===== src/rtl/aes_pkg.sv =====
// ---------------------------------------------------------------------------
// aes_pkg
// Shared types and GF(2^8) helpers for the AES round datapath.
//   aes_state_t : 128-bit state, column-major (byte k = state[127-8k -: 8])
//   aes_col_t   : one 32-bit column, row 0 in the most significant byte
//   aes_byte_t  : one state byte
//   sm_state_t  : control FSM states of shift_mix_unit
//   xtime()     : multiply by x (0x02) modulo x^8+x^4+x^3+x+1
// ---------------------------------------------------------------------------
package aes_pkg;

   typedef logic [127:0] aes_state_t;
   typedef logic [31:0]  aes_col_t;
   typedef logic [7:0]   aes_byte_t;

   // Low byte of the reduction polynomial 0x11B; bit 8 is implicit in xtime.
   localparam aes_byte_t AES_POLY = 8'h1B;

   typedef enum logic [1:0] {
      IDLE = 2'd0,
      MIX  = 2'd1,
      HOLD = 2'd2
   } sm_state_t;

   function automatic aes_byte_t xtime(input aes_byte_t b);
      return {b[6:0], 1'b0} ^ (b[7] ? AES_POLY : 8'h00);
   endfunction

endpackage


===== src/rtl/mix_column.sv =====
// ---------------------------------------------------------------------------
// mix_column
// Combinational AES MixColumns on a single column.
//   col_i : input column  {a0, a1, a2, a3}, a0 = row 0
//   col_o : output column {b0, b1, b2, b3}
// b_r = 2*a_r ^ 3*a_(r+1) ^ a_(r+2) ^ a_(r+3), indices mod 4, over GF(2^8).
// ---------------------------------------------------------------------------
module mix_column
   import aes_pkg::*;
(
   input  logic [31:0] col_i,
   output logic [31:0] col_o
);

   aes_byte_t a [4];
   aes_byte_t b [4];

   for (genvar r = 0; r < 4; r++) begin : g_row
      assign a[r] = col_i[31-8*r -: 8];
      // 3*x is computed as xtime(x) ^ x, so the whole row is plain XOR.
      assign b[r] = xtime(a[r])
                  ^ xtime(a[(r+1)%4]) ^ a[(r+1)%4]
                  ^ a[(r+2)%4]
                  ^ a[(r+3)%4];
      assign col_o[31-8*r -: 8] = b[r];
   end

endmodule


===== src/rtl/shift_mix_unit.sv =====
// ---------------------------------------------------------------------------
// shift_mix_unit
// AES round stage between SubBytes and AddRoundKey: ShiftRows on capture,
// then MixColumns over 4/COLS_PER_CYCLE cycles, result held on a
// valid/ready output. final_round skips MixColumns (last AES round).
//   clk, n_rst          : clock, asynchronous active-low reset
//   in_valid/in_ready   : input handshake; in_ready is combinational
//   in_data, final_round: SubBytes state and last-round qualifier
//   out_valid/out_ready : output handshake; out_data is the state register
//   busy                : FSM is not IDLE
// COLS_PER_CYCLE must be 1, 2 or 4.
// ---------------------------------------------------------------------------
module shift_mix_unit
   import aes_pkg::*;
#(
   parameter int COLS_PER_CYCLE = 1
)(
   input  logic         clk,
   input  logic         n_rst,
   input  logic         in_valid,
   output logic         in_ready,
   input  logic [127:0] in_data,
   input  logic         final_round,
   output logic         out_valid,
   input  logic         out_ready,
   output logic [127:0] out_data,
   output logic         busy
);

   localparam int         MIX_CYCLES = 4 / COLS_PER_CYCLE;
   localparam logic [1:0] LAST_CNT   = 2'(MIX_CYCLES - 1);

   sm_state_t  st_q, st_d;
   aes_state_t state_q, state_d;
   logic [1:0] cnt_q, cnt_d;
   logic       final_q, final_d;

   // ShiftRows: row r of the output takes row r of column (c+r) mod 4.
   aes_state_t shifted;
   for (genvar c = 0; c < 4; c++) begin : g_sr_col
      for (genvar r = 0; r < 4; r++) begin : g_sr_row
         assign shifted[127-8*(4*c+r) -: 8] = in_data[127-8*(4*((c+r)%4)+r) -: 8];
      end
   end

   // Column view of the state register, column 0 first.
   aes_col_t cols_q [4];
   for (genvar c = 0; c < 4; c++) begin : g_cols
      assign cols_q[c] = state_q[127-32*c -: 32];
   end

   // One mix_column per lane; lane g works on column cnt*COLS_PER_CYCLE+g.
   logic [1:0] grp_col [COLS_PER_CYCLE];
   aes_col_t   mix_out [COLS_PER_CYCLE];
   for (genvar g = 0; g < COLS_PER_CYCLE; g++) begin : g_lane
      assign grp_col[g] = 2'(cnt_q * COLS_PER_CYCLE + g);
      mix_column u_mix_column (
         .col_i (cols_q[grp_col[g]]),
         .col_o (mix_out[g])
      );
   end

   // State with the current group of columns replaced by their mixed value.
   aes_col_t   mixed_cols [4];
   aes_state_t mixed_state;
   always_comb begin
      mixed_cols = cols_q;
      for (int g = 0; g < COLS_PER_CYCLE; g++) begin
         mixed_cols[grp_col[g]] = mix_out[g];
      end
   end
   assign mixed_state = {mixed_cols[0], mixed_cols[1], mixed_cols[2], mixed_cols[3]};

   always_comb begin
      // NOTE: every signal written here gets a default first, so no path can infer a latch.
      st_d     = st_q;
      state_d  = state_q;
      cnt_d    = cnt_q;
      final_d  = final_q;
      in_ready = 1'b0;

      case (st_q)
         IDLE: in_ready = 1'b1;
         MIX: begin
            // Last-round states never enter MIX; the guard keeps them unmixed regardless.
            if (!final_q) state_d = mixed_state;
            if (cnt_q == LAST_CNT) begin
               st_d  = HOLD;
               cnt_d = '0;
            end else begin
               cnt_d = cnt_q + 2'd1;
            end
         end
         HOLD: begin
            // Handoff: a new state may enter in the same cycle the old one leaves.
            in_ready = out_ready;
            if (out_ready) st_d = IDLE;
         end
         default: st_d = IDLE;
      endcase

      if (in_valid && in_ready) begin
         state_d = shifted;
         final_d = final_round;
         cnt_d   = '0;
         st_d    = final_round ? HOLD : MIX;
      end
   end

   // NOTE: the state register is reset (not left uninitialised) because out_data must read 0 out of reset.
   always_ff @(posedge clk or negedge n_rst) begin
      if (!n_rst) begin
         st_q    <= IDLE;
         state_q <= '0;
         cnt_q   <= '0;
         final_q <= 1'b0;
      end else begin
         // NOTE: sequential state uses non-blocking assignments so all registers update together.
         st_q    <= st_d;
         state_q <= state_d;
         cnt_q   <= cnt_d;
         final_q <= final_d;
      end
   end

   assign out_valid = (st_q == HOLD);
   assign out_data  = state_q;
   assign busy      = (st_q != IDLE);

endmodule

===== config.mk =====
export PLATFORM = sky130hd
export DESIGN_NAME = shift_mix_unit
export DESIGN_NICKNAME = d
export VERILOG_FILES = /design/src/rtl/aes_pkg.sv /design/src/rtl/mix_column.sv /design/src/rtl/shift_mix_unit.sv
export SDC_FILE = /design/constraint.sdc
export NUM_CORES = 1
export LEC_CHECK = 0
export ABC_AREA = 1
export BUFFER_PORTS_ARGS = -buffer_cell sky130_fd_sc_hd__buf_4
export CORE_MARGIN = 4
export CORE_UTILIZATION = 50
export DETAILED_ROUTE_END_ITERATION = 6
export GPL_ROUTABILITY_DRIVEN = 0
export PLACE_DENSITY = 0.83
export SYNTH_ARGS = -nofsm -noshare
export SYNTH_HDL_FRONTEND = slang
export SYNTH_HIERARCHICAL = 1
export SYNTH_SLANG_ARGS = --single-unit

===== constraint.sdc =====
create_clock -name clk -period 3.3 [get_ports clk]
set_input_delay 0.165 -clock clk [delete_from_list [all_inputs] [get_ports clk]]
set_output_delay 0.165 -clock clk [all_outputs]
set_load 0.005 [all_outputs]

# ---- Yosys cells after proc, flatten, opt, wreduce, memory -nomap -nowiden
# Index checks and enable logic that the tools add are counted.
dict set report totals {
  regBits 133
  out_inout_bits 131
  in_bits 133
  wordCells 64
}
dict set report op_classes {
  n_reduce_logical 7
  order_cmp 2
  mux 22
  n_bitwise 21
  add_sub_neg 1
  eq_ne 7
}
# op n
set ops {}
lappend ops {{two-way mux 128 bit} 3}
lappend ops {{bitwise XOR 8 bit} 20}
lappend ops {{bitwise mux 128 bit} 1}
lappend ops {{two-way mux 32 bit} 3}
lappend ops {{binary-select mux 32 bit (select 2 bit)} 1}
lappend ops {{demux 32 bit (select 2 bit)} 1}
lappend ops {{two-way mux 5 bit} 4}
lappend ops {{two-way mux 2 bit} 7}
lappend ops {{one-hot mux 2 bit (3 select lines)} 1}
lappend ops {{equality test 2 bit, second input constant} 2}
lappend ops {{nonzero test 2 bit} 2}
lappend ops {{>= comparator 3 bit, second input constant} 1}
lappend ops {{less-than comparator 3 x 1 -> 1 bit, second input constant} 1}
lappend ops {{inequality test 3 x 1 -> 1 bit, second input constant} 1}
lappend ops {{inequality test 3 bit, second input constant} 1}
lappend ops {{inverter 2 -> 3 bit} 1}
lappend ops {{AND reduction 3 bit} 1}
lappend ops {{adder 2 x 1 -> 2 bit, second input constant} 1}
lappend ops {{equality test 2 x 1 -> 1 bit, second input constant} 1}
lappend ops {{logical AND 1 bit} 2}
lappend ops {{logical NOT 2 bit} 1}
lappend ops {{inequality test 2 x 1 -> 1 bit, second input constant} 1}
lappend ops {{inequality test 2 bit, second input constant} 1}
lappend ops {{one-hot mux 1 bit (2 select lines)} 1}
lappend ops {{AND reduction 2 bit} 1}

# ---- Logic depth before layout (Yosys ltp)
dict set report logic_depth {
  word_depth 14
  ltp_mapped 20
  ltp_nobuf 18
}

# ---- By module
# Netlist, hierarchy kept.
# mod seq_area_each_um2 cells_per_inst instances area_per_inst_um2
set modules_own_cells {}
lappend modules_own_cells {shift_mix_unit 3328.2 1491 1 9183.8}
lappend modules_own_cells {mix_column 0.0 327 1 1600.3}

# ---- Least setup slack after synthesis
# No wires, ideal clock.
dict set report synth_path {
  path_type {register to register}
  startpoint {register cnt_q[0]}
  endpoint {register state_q[120] (netlist: out_data[120])}
  path_stages_with_launch 17
  setup_ns 0.065
  n_path_buf 3
  arrival_ns 2.416
  period_less_slack_ns 2.481
  t_required_ns 3.235
  setup_slack_ns 0.819
  cell_sequence {dfrtp_1 -> inv_1 -> clkbuf_1 -> clkbuf_1 -> nor2_1 -> o22ai_1 -> buf_4 -> xor2_1 -> nand2_1 -> nand2_1 -> xor2_1 -> nand2_1 -> inv_1 -> nand2_1 -> nand2_1 -> nand3_1 -> nand2_1}
}
# element line
set synth_lines {}
lappend synth_lines {{start, declared} shift_mix_unit.sv:35} ;# logic [1:0] cnt_q, cnt_d;
lappend synth_lines {{start signal, assigned} shift_mix_unit.sv:121} ;# cnt_q <= cnt_d;
lappend synth_lines {{end signal, assigned} shift_mix_unit.sv:120} ;# state_q <= state_d;
lappend synth_lines {{end, declared} shift_mix_unit.sv:34} ;# aes_state_t state_q, state_d;

==> reports/results.tsv <==
stage	metric	value	unit
global_route	grt_pass1_wl	65800	µm
sta	finalSetupTns	0	ns
synth	yosys.area_share.simple	46.0	%
clock_tree	ctsRootBufferMaster	clkbuf_16	
floorplanning	core	21100	µm²
global_route	antenna_found_initial	0	
synth	synth_fp_nets	1955	
routing	drc_errors	3	
routing	drt-initial-drc-count	1683	
routing	num_vias	13000	
synth	ys_warn_count	6	
worst_hold_path	hp-class	in2reg	
sta	final_hold_viol_count	0	
setup_path	arrival	3.39	ns
synth	ys_ff_latch	133	
cells_and_area	syn_to_final_growth	24.9	%
sta	fin_crit	3.02	ns
floorplanning	pin_count	264	
sta	finClkSkew	0.0114	ns
setup_path	required	3.67	ns
cells_and_area	final_nets	2132	
synth	synth_top_family_by_area	simple AND/OR/NAND/NOR gates	
clock_tree	clk_pin_slew_worst_paths	0.06	ns
clock_tree	cts_buffers	17	
setup_path	end_kind	flop	
sta	rsz0062_at_grt	false	
sta	fmax	332	MHz
routing	dr.pass1.iters	7	
clock_tree	clk_latency	0.43	ns
cells_and_area	multi_input_area	6150	µm²
cells_and_area	drive_above_1_share	16.9	%
cells_and_area	antennaDiodeCount	0	
global_route	grt.total_usage	34.1	%
setup_path	critPathMaxFanout	35	
global_route	grt_pass1_vias	12400	
run_status	violations	DRC	
cells_and_area	seq_area	3330	µm²
placement	port_buffers	263	
synth	async_flop_share	100	%
run_status	status	finished with violations	
synth	synthAdderAreaFrac	0.464	%
sta	setup_viol	0	
synth	synth_flop_cell	dfrtp_1	
setup_path	crit_type	reg2reg	
floorplanning	initial_core_util	51.1	%
floorplanning	die_w	155	µm
synth	synthesis.area	10800	µm²
global_route	gr-total-overflow	0	
placement	dp_hpwl	29100	µm
clock_tree	cts_htree_levels	4	
synth	ys_seq_area_share	30.9	%
setup_path	cp-start-kind	flop	
floorplanning	row_count	53	
sta	post-route-period-util	91.4	%
sta	tightest_slew	1.09	ns
routing	ant_nets	0	
routing	vias_per_cell	5.72	
synth	synth_mux_area_share	0	%
flow_run	cap_violations	0	
routing	wirelength	42300	µm
clock_tree	cts_tree	yes	
clock_tree	post_cts.repair.setup_buffers	0	
synth	synth.avg_cell_area	5.93	µm²
floorplanning	die_h	155	µm
sta	maxSlewViolCount	0	
floorplanning	die_area	24000	µm²
global_route	grt_max_degree	97	
synth	synth-compound-area-share	5.31	%
synth	synth_edf_count	0	
synth	ys_types	26	
sta	relSlewSlack	27.6	%
cells_and_area	nFillCells	1899	
routing	wire_per_inst	18.5	µm
clock_tree	clk_path_buf_depth	2	
synth	synth_cells	1818	
clock_tree	clock-sinks	133	
synth	synthXorXnorAreaFrac	5.02	%
==> final cells by class <==
| class | count | area share [%] |
|---|---|---|
| inverters | 193 | 5.40 |
| flip-flops and latches | 133 | 24.7 |
| clock inverters | 11 | 1.29 |
| repair buffers | 299 | 17.0 |
| clock buffers | 20 | 3.39 |
| well taps | 275 | 2.55 |
| multi-input cells | 1351 | 45.7 |
==> worst paths after layout <==
| kind | from | endpoint | slack [ns] | depth (start not counted) |
|---|---|---|---|---|
| min | out_ready | st_q[1] | 0.09 | 4 |
| max reg2reg | cnt_q[1] | out_data[123] | 0.28 | 13 |
| min reg2reg | out_data[44] | out_data[44] | 0.52 | 2 |
| min in group asynchronous | n_rst | out_data[88] | 0.36 | 2 |
| max | cnt_q[1] | out_data[123] | 0.28 | 13 |
| max in group asynchronous | n_rst | out_data[74] | 2.14 | 3 |
==> cells by family after synthesis <==
group	count (synthesis)
flip-flops	133
AND/OR/NAND/NOR	1181
buffers and inverters	334
AO/OA/AOI/OAI	105
adder cells (fa/ha/maj)	4
XOR/XNOR	61
==> cell usage after synthesis (4+ instances only) <==
library cell | number | area share, %
xor2_1 | 38 | 3.1
xnor2_1 | 22 | 1.8
clkbuf_1 | 81 | 2.8
ha_1 | 4 | 0.46
buf_2 | 43 | 2.0
nor2_1 | 73 | 2.5
nand2_1 | 822 | 29
nand3_1 | 151 | 7.0
buf_1 | 10 | 0.35
o22ai_1 | 32 | 1.9
inv_1 | 191 | 6.6
nand4_1 | 129 | 7.5
dfrtp_1 | 133 | 31
o21ai_0 | 68 | 3.2
buf_4 | 6 | 0.42
==> critical path, cell delays in order, from the launching register on <==
cell,delay (ns)
dfrtp_1,0.35
buf_4,0.37
o21ai_0,0.17
o22ai_1,0.66
inv_1,0.09
nand3_1,0.13
nand2_1,0.10
xnor2_1,0.55
nand2_1,0.11
inv_1,0.08
nand2_1,0.05
nand2_1,0.11
nand3_1,0.08
nand2_1,0.10
==> cells in the final DEF (no fill, tap or decap), types with 2 or more instances in the layout <==
| master | netlist | routed |
|---|---|---|
| a21oi_1 | 2 | 2 |
| buf_12 | 0 | 3 |
| buf_4 | 6 | 293 |
| bufinv_16 | 0 | 4 |
| clkbuf_16 | 0 | 17 |
| clkbuf_8 | 0 | 2 |
| clkinvlp_4 | 0 | 3 |
| dfrtp_1 | 133 | 132 |
| dlygate4sd3_1 | 0 | 2 |
| ha_1 | 4 | 4 |
| inv_1 | 191 | 190 |
| inv_2 | 2 | 2 |
| inv_6 | 0 | 2 |
| nand2_1 | 822 | 821 |
| nand2_2 | 2 | 2 |
| nand3_1 | 151 | 150 |
| nand4_1 | 129 | 129 |
| nor2_1 | 73 | 73 |
| o21ai_0 | 68 | 68 |
| o22ai_1 | 32 | 32 |
| or2_2 | 2 | 2 |
| xnor2_1 | 22 | 22 |
| xor2_1 | 38 | 38 |
==> metrics by stage <==
stage	utilization, %	hold WS, ns	instances	worst slack [ns]	cell area (µm²)
global route	63.9	0.100	2282	0.0284	13500
global placement	60.8	0.288	2249	0.511	12800
floorplan	-	-0.131	1818	0.819	10800
detailed placement	60.8	0.279	2249	0.405	12800
finish	63.9	0.0937	2282	0.284	13500
CTS	63.9	0.0907	2282	0.391	13500
==> flip-flops by register name, indices dropped and copies added, names as in the netlist <==
signal    count
out_data    128
cnt_q         2
st_q          2
final_q       1
==> what timing repair did <==
item	in CTS	in global routing
hold buffers	2	0
endpoints found under the setup margin	0	0
hold endpoints to repair	83	0
resized for setup	0	0
==> routing by layer <==
layer	global-route usage [%]	up-vias	wire [µm]
li1	-	6076	-
met2	54.1	906	19500
met3	7.34	165	4770
met1	44.3	5900	15900
met5	0	-	0
met4	16.9	0	2150
Power is not shown: default switching activity piles up to over one toggle a cycle in this logic, so the estimate is an artifact.
